File: config.mk
export PLATFORM = sky130hd
export DESIGN_NAME = demux4way_buf
export DESIGN_NICKNAME = d
export VERILOG_FILES = /design/src/rtl/mips_pkg.sv /design/src/rtl/demux_lane.sv /design/src/rtl/demux4way_buf.sv
export SDC_FILE = /design/constraint.sdc
export NUM_CORES = 1
export LEC_CHECK = 0
export BUFFER_PORTS_ARGS = -buffer_cell sky130_fd_sc_hd__clkbuf_2
export CORE_MARGIN = 2
export CORE_UTILIZATION = 37
export CTS_BUF_LIST = sky130_fd_sc_hd__clkbuf_8
export DETAILED_ROUTE_END_ITERATION = 6
export SYNTH_ARGS = -nofsm -noshare
export SYNTH_HDL_FRONTEND = slang
export SYNTH_SLANG_ARGS = --single-unit
File: constraint.sdc
create_clock -name clk -period 2.1 [get_ports clk]
set_input_delay 0.21 -clock clk [delete_from_list [all_inputs] [get_ports clk]]
set_output_delay 0.21 -clock clk [all_outputs]
set_load 0.02 [all_outputs]
File: src/rtl/mips_pkg.sv
// Shared datapath constants and types for the 4-way select/distribute blocks.
package mips_pkg;

  localparam int unsigned NUM_WAYS = 4;
  localparam int unsigned SEL_W    = 2;

  typedef logic [SEL_W-1:0] way_sel_t;

  // Occupancy of a one-entry lane holding register.
  typedef enum logic {
    LANE_EMPTY = 1'b0,
    LANE_FULL  = 1'b1
  } lane_state_t;

endpackage : mips_pkg

File: src/rtl/demux_lane.sv
// One output lane of the demux: a single-entry holding register plus its full flag.
module demux_lane
  import mips_pkg::*;
#(
  parameter int unsigned WIDTH = 32
) (
  input  logic             clk,
  input  logic             reset_n,
  input  logic             load,
  input  logic [WIDTH-1:0] load_data,
  input  logic             drain_ready,
  output logic             valid,
  output logic [WIDTH-1:0] data
);

  lane_state_t      state_q, state_d;
  logic [WIDTH-1:0] buf_q, buf_d;

  always_ff @(posedge clk) begin
    if (!reset_n) begin
      state_q <= LANE_EMPTY;
      buf_q   <= '0;
    end else begin
      state_q <= state_d;
      buf_q   <= buf_d;
    end
  end

  // A load into a full lane only happens when it is draining the same edge,
  // so it simply replaces the buffered word.
  always_comb begin
    state_d = state_q;
    buf_d   = buf_q;
    unique case (state_q)
      LANE_EMPTY: begin
        if (load) begin
          state_d = LANE_FULL;
          buf_d   = load_data;
        end
      end
      LANE_FULL: begin
        if (load) begin
          buf_d = load_data;
        end else if (drain_ready) begin
          state_d = LANE_EMPTY;
        end
      end
      default: state_d = LANE_EMPTY;
    endcase
  end

  assign valid = (state_q == LANE_FULL);
  assign data  = buf_q;

endmodule : demux_lane

File: src/rtl/demux4way_buf.sv
// Registered 1-to-4 demultiplexer with valid/ready handshake and one holding
// register per lane; lanes drain independently.
module demux4way_buf
  import mips_pkg::*;
#(
  parameter int unsigned WIDTH = 32
) (
  input  logic                      clk,
  input  logic                      reset_n,
  input  logic [WIDTH-1:0]          in_data,
  input  logic [SEL_W-1:0]          in_sel,
  input  logic                      in_valid,
  output logic                      in_ready,
  output logic [NUM_WAYS*WIDTH-1:0] out_data,
  output logic [NUM_WAYS-1:0]       out_valid,
  input  logic [NUM_WAYS-1:0]       out_ready
);

  way_sel_t            sel;
  logic                accept;
  logic [NUM_WAYS-1:0] load;

  assign sel = in_sel;

  // The selected lane can take a word if it is empty or is draining this edge.
  assign in_ready = ~out_valid[sel] | out_ready[sel];
  assign accept   = in_valid & in_ready;

  for (genvar k = 0; k < NUM_WAYS; k++) begin : g_lane
    assign load[k] = accept & (sel == way_sel_t'(k));

    demux_lane #(
      .WIDTH(WIDTH)
    ) u_lane (
      .clk        (clk),
      .reset_n    (reset_n),
      .load       (load[k]),
      .load_data  (in_data),
      .drain_ready(out_ready[k]),
      .valid      (out_valid[k]),
      .data       (out_data[k*WIDTH +: WIDTH])
    );
  end

endmodule : demux4way_buf

* Yosys cells after proc, flatten, opt, wreduce, memory -nomap -nowiden
Index checks and enable logic that the tools add are counted.
Word-level totals: register bits 132, bits of input ports 41, logic and storage cells 48
Operators by class: magnitude comparators 1, reductions and logical operators 1, mux-type cells 24, bitwise operators 11, equal/unequal tests 3
Operators by type and width (number):
- $mux W32 | 4
- $mux W1 | 14
- $pmux W1 S2 | 4
- $and A1 B1 Y1 | 5
- $not A1 Y1 | 5
- $bmux W1 S2 | 2
- $eq A2 B2 Y1 const B | 2
- $lt A2 B3 Y1 const B | 1
- $eq A2 B1 Y1 const B | 1
- $logic_not A2 Y1 | 1
- $or A1 B1 Y1 | 1

* Longest topological paths before layout
Gate-level depths: netlist of run 1.
word-level depth 8, gate-level depth with buffers 5, depth with buffers taken out 3

* Modules after synthesis
A second synthesis of run 1 with hierarchy kept.
Second synthesis, totals: cells, all modules 433, area total of the unflattened synthesis 5211.2 sq um
Modules (own cells, without submodules):
- demux_lane | instances 4, sequential area each 660.6 sq um, cells an instance 106, area an instance 1277.5 sq um
- demux4way_buf | instances 1, sequential area each 0.0 sq um, cells an instance 9, area an instance 101.3 sq um

* Worst setup path before layout of run 1
No wires, ideal clock.
path kind register -> register, start reg g_lane[0].u_lane.state_q, end reg g_lane[0].u_lane.buf_q[10], required time 2.028 ns, setup slack 0.852 ns, data arrival time 1.176 ns, library setup time 0.072 ns, cell stages (with the launch flop) 6, period minus slack after synthesis 1.248 ns, path through dfxtp_1 nor2b_1 nor4b_1 buf_4 buf_6 mux2i_1
Between the ends: word-level cells in the longest chain between the ends 6
Ends and longest elaborated chain:
- start, declared | RTL line demux_lane.sv:16 | lane_state_t state_q, state_d;
- start signal, assigned | RTL line demux_lane.sv:24 | state_q <= state_d;
- $bmux W1 S2 | RTL line demux4way_buf.sv:26 | assign in_ready = ~out_valid[sel] | out_ready[sel];
- $mux W1 (implied by the code) | RTL line demux4way_buf.sv:26
- $not A1 Y1 | RTL line demux4way_buf.sv:26
- $or A1 B1 Y1 | RTL line demux4way_buf.sv:26
- $and A1 B1 Y1 | RTL line demux4way_buf.sv:27 | assign accept = in_valid & in_ready;
- $and A1 B1 Y1 | RTL line demux4way_buf.sv:30 | assign load[k] = accept & (sel == way_sel_t'(k));
- end signal, assigned | RTL line demux_lane.sv:25 | buf_q <= buf_d;
- end, declared | RTL line demux_lane.sv:17 | logic [WIDTH-1:0] buf_q, buf_d;
Every way passes these cells. The select of a mux whose other input is x is not followed. A chain may end at the register's enable or synchronous reset.

* Worst setup path in the final report of run 1
start reg g_lane[3].u_lane.state_q, end out in_ready
Between the ends: word-level cells in the longest chain between the ends 4
Ends and longest elaborated chain:
- start, declared | RTL line demux_lane.sv:16
- start signal, assigned | RTL line demux_lane.sv:24
- $bmux W1 S2 | RTL line demux4way_buf.sv:26
- $mux W1 (implied by the code) | RTL line demux4way_buf.sv:26
- $not A1 Y1 | RTL line demux4way_buf.sv:26
- $or A1 B1 Y1 | RTL line demux4way_buf.sv:26
- end, declared | RTL line demux4way_buf.sv:13 | output logic in_ready,
Every way passes these cells. The select of a mux whose other input is x is not followed.

==> results.md, run 1 <==
* Worst setup EP type: output pin
* Hpwl dp at 8490 µm
* Final worst slack at roughly 0.38 ns
* DRC violations left at 0
* Clock power frac at 0.431
* Skew final at between 0.009 and 0.01 ns
* Critical Path Fanout Max at 3
* WP data required at 1.89 ns
* Leak at approximately 3.1 nW
* Power per cell area at around 880 mW/mm²
* Most frequent cells in the layout: clkbuf_2, nand2_1, dfxtp_1, mux2i_1, clkbuf_8
* Die width at around 120 µm
* Remaining Overflow, GRT at 0
* Antenna Cells at 0
* Post-synthesis average cell area at 10.4 µm²
* Syn Inst Count at around 470
* Commonest non-fill, non-tap cell in the layout: clkbuf_2
* Height of the die at roughly 120 µm
* Post-Synthesis Cell Area at 0.00489 mm²
* Initial Utilization at 0.374
* Status: completed
* Crit path time final at between 1.5 and 2 ns
* Postcts setup bufs at 0
* Total number of vias at around 3800
* Final nets at about 680
* Syn-to-layout area delta at 29.6%
* Synthesis Warnings at 0
* Clk_lat worst skew at between 0.4 and 0.5 ns
* Vias in the first global route at 3820
* Critical Path AT at around 1.5 ns
* DRT Pass-1 Iters at 6
* Slew Limit Fails at 0
* Rows at 42
* RePlAce Congestion at 0.754
* Aggregate global-route resource usage at 0.175
* Internal power at approximately 4.2 mW
* Synth Net Count at a little over 500
* Setup TNS at 0 ns
* Root buf cell: clkbuf_8
* Netlist cell types at 17
* Worst hold path class: in -> reg
* Startpoint types: flop
* H-tree Lvls at 4
* Post-CTS Resized at 0
* Post-synthesis register bit count at 132
* CTS sink count at roughly 130
* Largest net degree at the start of global routing at 52
* Crit share post-route at 0.818
* TritonCTS clock tree: done
* Register area share after synthesis at 0.540
* WL/cell at approximately 15 µm
* IO Pins at roughly 170
* Core area at between 0.01 and 0.015 mm²
* Clock-pin slew on the worst setup and hold paths at 0.07 ns
* CTS buffer count at 17
* DR iter-0 viols at 185
* Longest Clk Path Bufs at 2
* Unrepaired setup endpoints after global routing: no
* Dpl ws at about 0.38 ns
* Number of max-cap violations at 0
* Post-CTS Hold Buffers at 0
* CP Cell Sequence: nand2b_1, mux4_2, clkbuf_2
* VDD IR max at about 370 µV
* Combinational group share of total power at 0.095
* Final wirelength at approximately 12000 µm
* Switching part of the total power at 0.239
* Antenna violations before repair at 0
* Finish-stage setup viols at 0
* CP max-delay cell: mux4_2
* Worst Tran Pin Value at between 0.8 and 0.9 ns
* Sequential power share at 0.473
* Max Freq at approximately 0.58 GHz
* First-pass GRT wire length at 19800 µm
* Full die area at between 0.01 and 0.015 mm²
* CP Class: reg -> out
* Antenna viol nets, final at 0
* Power Total at 5.58 mW
* Routed vias/inst at about 4.6
* Sw Pwr at around 1.3 mW
* Worst rel slew slack at 0.428
* Layout cells sized above 1 at 0.327
* Post-DP Area at 0.00588 mm²
* Slowest stage delay, CP at 0.48 ns
* Number of I/O port buffers at around 170
* Final instance area at roughly 0.0063 mm²
* Final Hold Viols at 0
* Final Util at 0.484
## per-layer routing
layer  wire (µm)  GRT usage  share of wire
met2        5850      0.291           0.48
met3         705     0.0512          0.058
met4         214     0.0625          0.018
met1        5320      0.216           0.44
met5           0          0              0
## cell type report
cell class	instances	area [µm²]
tap	176	220
multi-input combinational	304	2040
clock inverter	13	190
sequential	132	2640
fill	1256	6750
timing repair buffer	180	983
clock buffer	19	262
## critical path, delay by kind of cell, from the launching register on
kind / cells / cell delay (ns)
muxes: 1 / 0.48
DFF: 1 / 0.34
buffers and inverters: 1 / 0.17
and+or+nand+nor: 1 / 0.12
## through the flow
| stage | hold WS [ns] | std cells |
|---|---|---|
| after floorplan | 0.414 | 472 |
| after global placement | 0.443 | 792 |
| final | 0.110 | 824 |
| after CTS | 0.0884 | 824 |
| after global routing | 0.103 | 824 |
| after detailed placement | 0.445 | 792 |
## Yosys cell counts
library cell	instances	area (µm²)
nand2_1	161	604
nand4_2	1	12.5
nand4b_1	1	8.76
clkbuf_1	13	48.8
nor3_4	1	16.3
nor2b_1	2	12.5
mux2i_1	128	1280
buf_1	3	11.3
buf_4	11	82.6
nand2b_1	4	25.0
mux4_2	1	22.5
o21a_1	2	15.0
dfxtp_1	132	2640
buf_2	3	15.0
a21boi_0	2	15.0
nor4b_1	1	8.76
buf_6	6	67.6
## state kept, by name (all words and copies together), names as in the netlist
name / cells
g_lane.u_lane.data: 128
g_lane.u_lane.valid: 4
## worst paths after layout
check                                                from                   endpoint  slack, ns  depth (start not counted)
worst max-delay path               g_lane[3].u_lane.valid                   in_ready       0.38                          3
worst min-delay path                          in_data[12]  g_lane[1].u_lane.data[12]       0.11                          3
worst max register to register     g_lane[3].u_lane.valid     g_lane[3].u_lane.valid       0.46                          3
worst min register to register  g_lane[0].u_lane.data[19]  g_lane[0].u_lane.data[19]       0.46                          2
## power groups by stage
stage	sequential [mW]	combinational [mW]	clock (mW)
2_1_floorplan	2.80	0.238	0
3_3_place_gp	2.69	0.527	0
3_5_place_dp	2.70	0.538	0
4_1_cts	2.64	0.539	2.46
5_1_grt	2.65	0.574	2.58
6_report	2.64	0.530	2.41
## kinds of logic after synthesis
| family | share of synthesized area |
|---|---|
| buf+inv | 0.0461 |
| flops | 0.540 |
| simple gates | 0.141 |
| mux | 0.267 |
| compound gates | 0.00614 |
No activity file was read; power rests on OpenSTA's default activity.
==> run 2: changes to the inputs <==
Clock period 2.1 ns to 1.4 ns, I/O delays scaled along.
==> run 2 against run 1 <==
The flow now finishes with violations (setup timing). Die area did not move. Clock skew rose by 0.00054 ns. Cell area rose by 3.3%. Count of clock-buffer cells in the layout rose by 3. Register-to-register slack got worse by 0.45 ns. Highest routed layer unchanged.
==> results.md, run 2 (synthesis results as in run 1) <==
* Status: finished with violations
* Failing checks: setup timing
* Reg area at 0.00265 mm² (+0.19%)
* Final wirelength at 12800 µm (+5.7%)
* Reg2reg end: g_lane[0].u_lane.data[3]
* WL/cell at 15.2 µm (+3.7%)
* Worst Hold Launch: in_data[15]
* Core area at 0.0131 mm² (unchanged)
* Final instance area at 0.00655 mm² (+3.3%)
* Power per cell area at 1160 mW/mm² (+32%)
* Syn-to-layout area delta at 33.9%
* Critical Path AT at 1.46 ns (-0.05 ns)
* Full die area at 0.0142 mm² (unchanged)
* Post-DP Area at 0.00596 mm² (+1.2%)
* Final Hold Viols at 0 (unchanged)
* Aggregate global-route resource usage at 0.180 (+0.00452)
* H-tree Lvls at 4 (unchanged)
* Layout cells sized above 1 at 0.342 (+0.0147)
* Hold EP: g_lane[1].u_lane.data[15]
* Final nets at 694 (+2.7%)
* Die width at 119 µm (unchanged)
* Antenna viol nets, final at 0 (unchanged)
* Max Freq at around 0.62 GHz
* Most frequent cells in the layout: clkbuf_2, nand2_1, mux2i_1, dfxtp_1, clkbuf_8
* Worst setup EP type: output pin
* CTS sink count at 132 (unchanged)
* IO Pins at 174 (unchanged)
* Number of max-cap violations at 0 (unchanged)
* Total number of vias at 3899 (+2.8%)
* Power Total at 7.61 mW (+37%)
* Slew Limit Fails at 0 (unchanged)
* Max reg flops at 128 (unchanged)
* Initial Utilization at 0.374 (unchanged)
* Worst Tran Pin Value at 0.322 ns (-0.535 ns)
* Antenna violations before repair at 0 (unchanged)
* Clk_lat worst skew at 0.44 ns (+0.03 ns)
* Hpwl dp at 8460 µm (-0.44%)
* Startpoint types: flop
* Reg2reg start: g_lane[0].u_lane.valid
* Hold Path Stages at 3 (unchanged)
* Clock-pin slew on the worst setup and hold paths at 0.07 ns (about the same)
* CP Class: reg -> out
* CP startpoint: g_lane[3].u_lane.valid
* Skew final at 0.00964 ns (+0.000540 ns)
* Critical Path Fanout Max at 2 (-1)
* Crit path time final at approximately 1.6 ns
* First-pass GRT wire length at 19700 µm (-0.31%)
* Worst hold margin at 0.0326 ns (-0.0774 ns)
* WP data required at 1.26 ns (-0.63 ns)
* RePlAce Congestion at 0.750 (-0.57%)
* Multi-input gate area at 0.00206 mm² (+1.2%)
* DRT Pass-1 Iters at 4 (-2)
* Commonest non-fill, non-tap cell in the layout: clkbuf_2
* TritonCTS clock tree: done
* DR iter-0 viols at 165 (-11%)
* Height of the die at 119 µm (unchanged)
* Crit share post-route at 1.14
* Longest Clk Path Bufs at 2 (unchanged)
* VDD IR max at 513 µV (+37%)
* Leak at 3.22 nW (+3.2%)
* Root buf cell: clkbuf_8
* Vias in the first global route at 3846 (+0.68%)
* Antenna Cells at 0 (unchanged)
* Fillers at 1216 (-3.2%)
* Routed vias/inst at 4.64 (+0.86%)
* CTS buffer count at 17 (unchanged)
* Final worst slack at -0.202 ns (-0.584 ns)
* Finish-stage setup viols at 1 (+1)
* Worst rel slew slack at 0.784 (+0.357)
* Worst hold path class: in -> reg
* Remaining Overflow, GRT at 0 (unchanged)
* Unrepaired setup endpoints after global routing: yes
* Number of I/O port buffers at 173 (unchanged)
* R2R Setup Slk at 0.01 ns (-0.45 ns)
* Largest net degree at the start of global routing at 67 (+29%)
* Worst r2r path cells at 5 (+2)
* DRC violations left at 0 (unchanged)
* Rows at 42 (unchanged)
## run 2: cell count changes in the layout (fill, tap and decap cells not counted), moves of 3 or more
cell and delta:
bufinv_16 -5, dfxtp_2 +4, clkbuf_16 +3, dlygate4sd3_1 +7, buf_12 +6, clkbuf_8 +3
dfxtp_1 -4
## run 2: repair_timing
| action | in CTS | in global routing |
|---|---|---|
| endpoints found under the setup margin | 9 | 47 |
| hold buffers | 7 | 0 |
| gates resized for setup | 10 | 11 |
| buffers inserted | 3 | 1 |
| gates cloned | 2 | 2 |
| endpoints found under the hold margin | 18 | 0 |
| pin swaps | 1 | 1 |
## run 2: stage by stage
step	worst slack (ns)	setup TNS, ns	util	std cells
3_3_place_gp	0.0573	0	0.455	795
3_5_place_dp	-0.0194	-0.0310	0.455	795
2_1_floorplan	0.152	0	-	472
6_report	-0.202	-0.202	0.500	840
5_1_grt	-0.278	-1.09	0.500	840
4_1_cts	-0.241	-0.710	0.494	837
## run 2: power breakdown
part           internal [mW]  switching (mW)  total [mW]
clock                   1.40            1.37        2.77
sequential              3.89          0.0714        3.96
combinational          0.346           0.530       0.876
total                   5.64            1.97        7.61
## run 2: worst max path at each step
| stage | endpoint | slack, ns | cells past startpoint |
|---|---|---|---|
| after floorplan | g_lane[0].u_lane.data[10] | 0.15 | 5 |
| after global placement | g_lane[0].u_lane.data[18] | 0.06 | 4 |
| after detailed placement | g_lane[0].u_lane.data[14] | -0.02 | 4 |
| after CTS | in_ready | -0.24 | 3 |
| after global routing | in_ready | -0.28 | 3 |
| final | in_ready | -0.20 | 3 |
## run 2: cell type report
cell class | count | area share
timing repair buffer | 198 | 0.195
tap | 176 | 0.0336
sequential | 132 | 0.404
clock buffer | 22 | 0.0463
clock inverter | 8 | 0.00573
multi-input combinational | 304 | 0.315
## run 2: per-layer routing
metal  GRT usage  routed length (µm)
met5           0                   0
met4      0.0699                 248
met3      0.0637                 692
met2       0.288                6010
met1       0.221                5830
## run 2: worst max-delay path, stage by stage (launching register included)
cell and delay (ns):
dfxtp_2 0.32, nand2b_1 0.06, mux4_2 0.49, buf_8 0.15
==> run 3: changes to the inputs <==
Settings changed: CORE_ASPECT_RATIO set to 2, MAX_ROUTING_LAYER set to met4.
==> run 3 against run 2 <==
The run still ends with setup timing left. Global-route usage is 1.5 points higher. Sequential power hardly changed. Setup slack better by 0.0026 ns. Routed wire length is 5.3% higher. Combinational power is 0.7% lower. First-iteration DRC count is 38% lower. Fmax is 0.17% higher. Via count is 0.90% lower. Cell area is 0.71% lower. Core utilization hardly changed. Critical path type unchanged.
==> results.md, run 3 (synthesis results as in run 1) <==
* Status: finished with violations
* Failing checks: setup timing
* Max reg flops at 128 (unchanged)
* Final instance area at 0.00650 mm² (-0.71%)
* Full die area at 0.0142 mm² (+0.39%)
* R2R Setup Slk at -0.13 ns (-0.14 ns)
* Number of I/O port buffers at 173 (unchanged)
* Leak at 3.21 nW (-0.28%)
* Antenna violations before repair at 0 (unchanged)
* Critical Path Fanout Max at 3 (+1)
* Finish-stage setup viols at 30 (+29)
* Worst rel slew slack at 0.757 (-0.0272)
* Most frequent cells in the layout: clkbuf_2, nand2_1, dfxtp_1, mux2i_1, clkbuf_8
* Final wirelength at 13500 µm (+5.3%)
* Total number of vias at 3864 (-0.90%)
* CP Cell Sequence: nand2b_1, mux4_2, buf_8
* Antenna viol nets, final at 0 (unchanged)
* Remaining Overflow, GRT at 0 (unchanged)
* Worst Tran Pin Value at 0.363 ns (+0.0406 ns)
* Die width at 85.3 µm (-28%)
* CTS sink count at 132 (unchanged)
* Post-DP Area at 0.00593 mm² (-0.38%)
* Layout cells sized above 1 at 0.348 (+0.00655)
* Aggregate global-route resource usage at 0.194 (+0.0146)
* Rows at 59 (+40%)
* Vias in the first global route at 3882 (+0.94%)
* VDD IR max at 757 µV (+47%)
* Number of max-cap violations at 0 (unchanged)
* Unrepaired setup endpoints after global routing: yes
* Crit share post-route at 1.14 (-0.00189)
* IO Pins at 174 (unchanged)
* Final Hold Viols at 0 (unchanged)
* RePlAce Congestion at 0.797 (+6.4%)
* Max Freq at 0.625 GHz (+0.17%)
* Final nets at 691 (-0.43%)
* Slew Limit Fails at 0 (unchanged)
* Clk_lat worst skew at 0.42 ns (-0.02 ns)
* Final worst slack at -0.200 ns (+0.00264 ns)
* Largest net degree at the start of global routing at 53 (-21%)
* Longest Clk Path Bufs at 2 (unchanged)
* First-pass GRT wire length at 20800 µm (+5.4%)
* Power per cell area at 1190 mW/mm² (+2.1%)
* Root buf cell: clkbuf_8
* TritonCTS clock tree: done
* Antenna Cells at 0 (unchanged)
* Syn-to-layout area delta at 32.9%
* Startpoint types: flop
* Worst setup EP type: output pin
* Critical Path AT at 1.46 ns (about the same)
* Crit path time final at 1.60 ns (-0.00264 ns)
* H-tree Lvls at 4 (unchanged)
* DR iter-0 viols at 102 (-38%)
* Core area at 0.0130 mm² (-0.71%)
* Power Total at 7.72 mW (+1.4%)
* Skew final at 0.0112 ns (+0.00160 ns)
* Routed vias/inst at 4.74 (+2.1%)
* Slowest stage delay, CP at 0.48 ns (about the same)
* DRC violations left at 0 (unchanged)
* Initial Utilization at 0.376 (+0.00266)
* Height of the die at 167 µm (+40%)
* Clock-pin slew on the worst setup and hold paths at 0.08 ns (about the same)
* Worst hold margin at 0.0302 ns (-0.00236 ns)
* WP data required at 1.26 ns (about the same)
* CP delay by family, top: multiplexers
* Worst hold path class: in -> reg
* Critical path buffers and inverters at 1 (unchanged)
* Commonest non-fill, non-tap cell in the layout: clkbuf_2
* CTS buffer count at 17 (unchanged)
* DRT Pass-1 Iters at 4 (unchanged)
* CP Class: reg -> out
* WL/cell at 16.5 µm (+8.5%)
* CP max-delay cell: mux4_2
* Hpwl dp at 9210 µm (+8.9%)
-- run 3: changes by cell type in the layout (fill, tap and decap cells not counted), moves of 2 or more --
cell | before | now
dlygate4sd3_1 | 7 | 1
clkinv_4 | 0 | 2
buf_6 | 1 | 3
clkbuf_8 | 22 | 19
-- run 3: area by class of cell --
type                    count  area [µm²]
well taps                 152         190
clock buffers              19         262
multi-input cells         304        2060
fillers                  1248        6490
clock inverters            13        96.3
flip-flops and latches    132        2650
repair buffers            195        1250
-- run 3: worst reg2reg max path, cell delays in order (launching register included) --
cell and delay [ns]:
dfxtp_2 0.33, buf_6 0.11, nor2b_4 0.12, nor4b_4 0.34, buf_6 0.20, clkbuf_16 0.18
mux2i_1 0.18
-- run 3: repair_timing --
action,4_1_cts,5_1_grt
hold buffers,1,0
pin swaps,1,2
gates cloned,3,2
setup buffers,3,3
resized for setup,11,9
endpoints found under the hold margin,1,0
setup endpoints to repair,16,36
-- run 3: where the power goes --
part	switching [mW]	internal, mW
Combinational	0.529	0.341
Clock	1.42	1.46
Sequential	0.0756	3.89
-- run 3: routing by layer --
metal,GRT usage,up-vias,wire length (µm)
met5,-,-,0
met1,0.197,1817,4950
met4,0.0718,0,332
met3,0.0431,19,538
li1,-,1907,-
met2,0.355,121,7640
-- run 3: per-stage QoR --
stage | setup WS, ns | TNS, ns | util | std cells
finish | -0.200 | -2.95 | 0.500 | 815
global route | -0.266 | -4.69 | 0.500 | 815
CTS | -0.240 | -0.651 | 0.493 | 811
detailed placement | -0.0151 | -0.0350 | 0.457 | 772
global placement | 0.0632 | 0 | 0.457 | 772
floorplan | 0.152 | 0 | - | 472
-- run 3: worst paths after layout --
| kind | endpoint | depth (start not counted) | startpoint |
|---|---|---|---|
| worst min-delay path | g_lane[1].u_lane.valid | 3 | out_ready[1] |
| worst max-delay path | in_ready | 3 | g_lane[1].u_lane.valid |
| worst max register to register | g_lane[0].u_lane.data[3] | 6 | g_lane[0].u_lane.valid |
| worst min register to register | g_lane[2].u_lane.data[17] | 2 | g_lane[2].u_lane.data[17] |
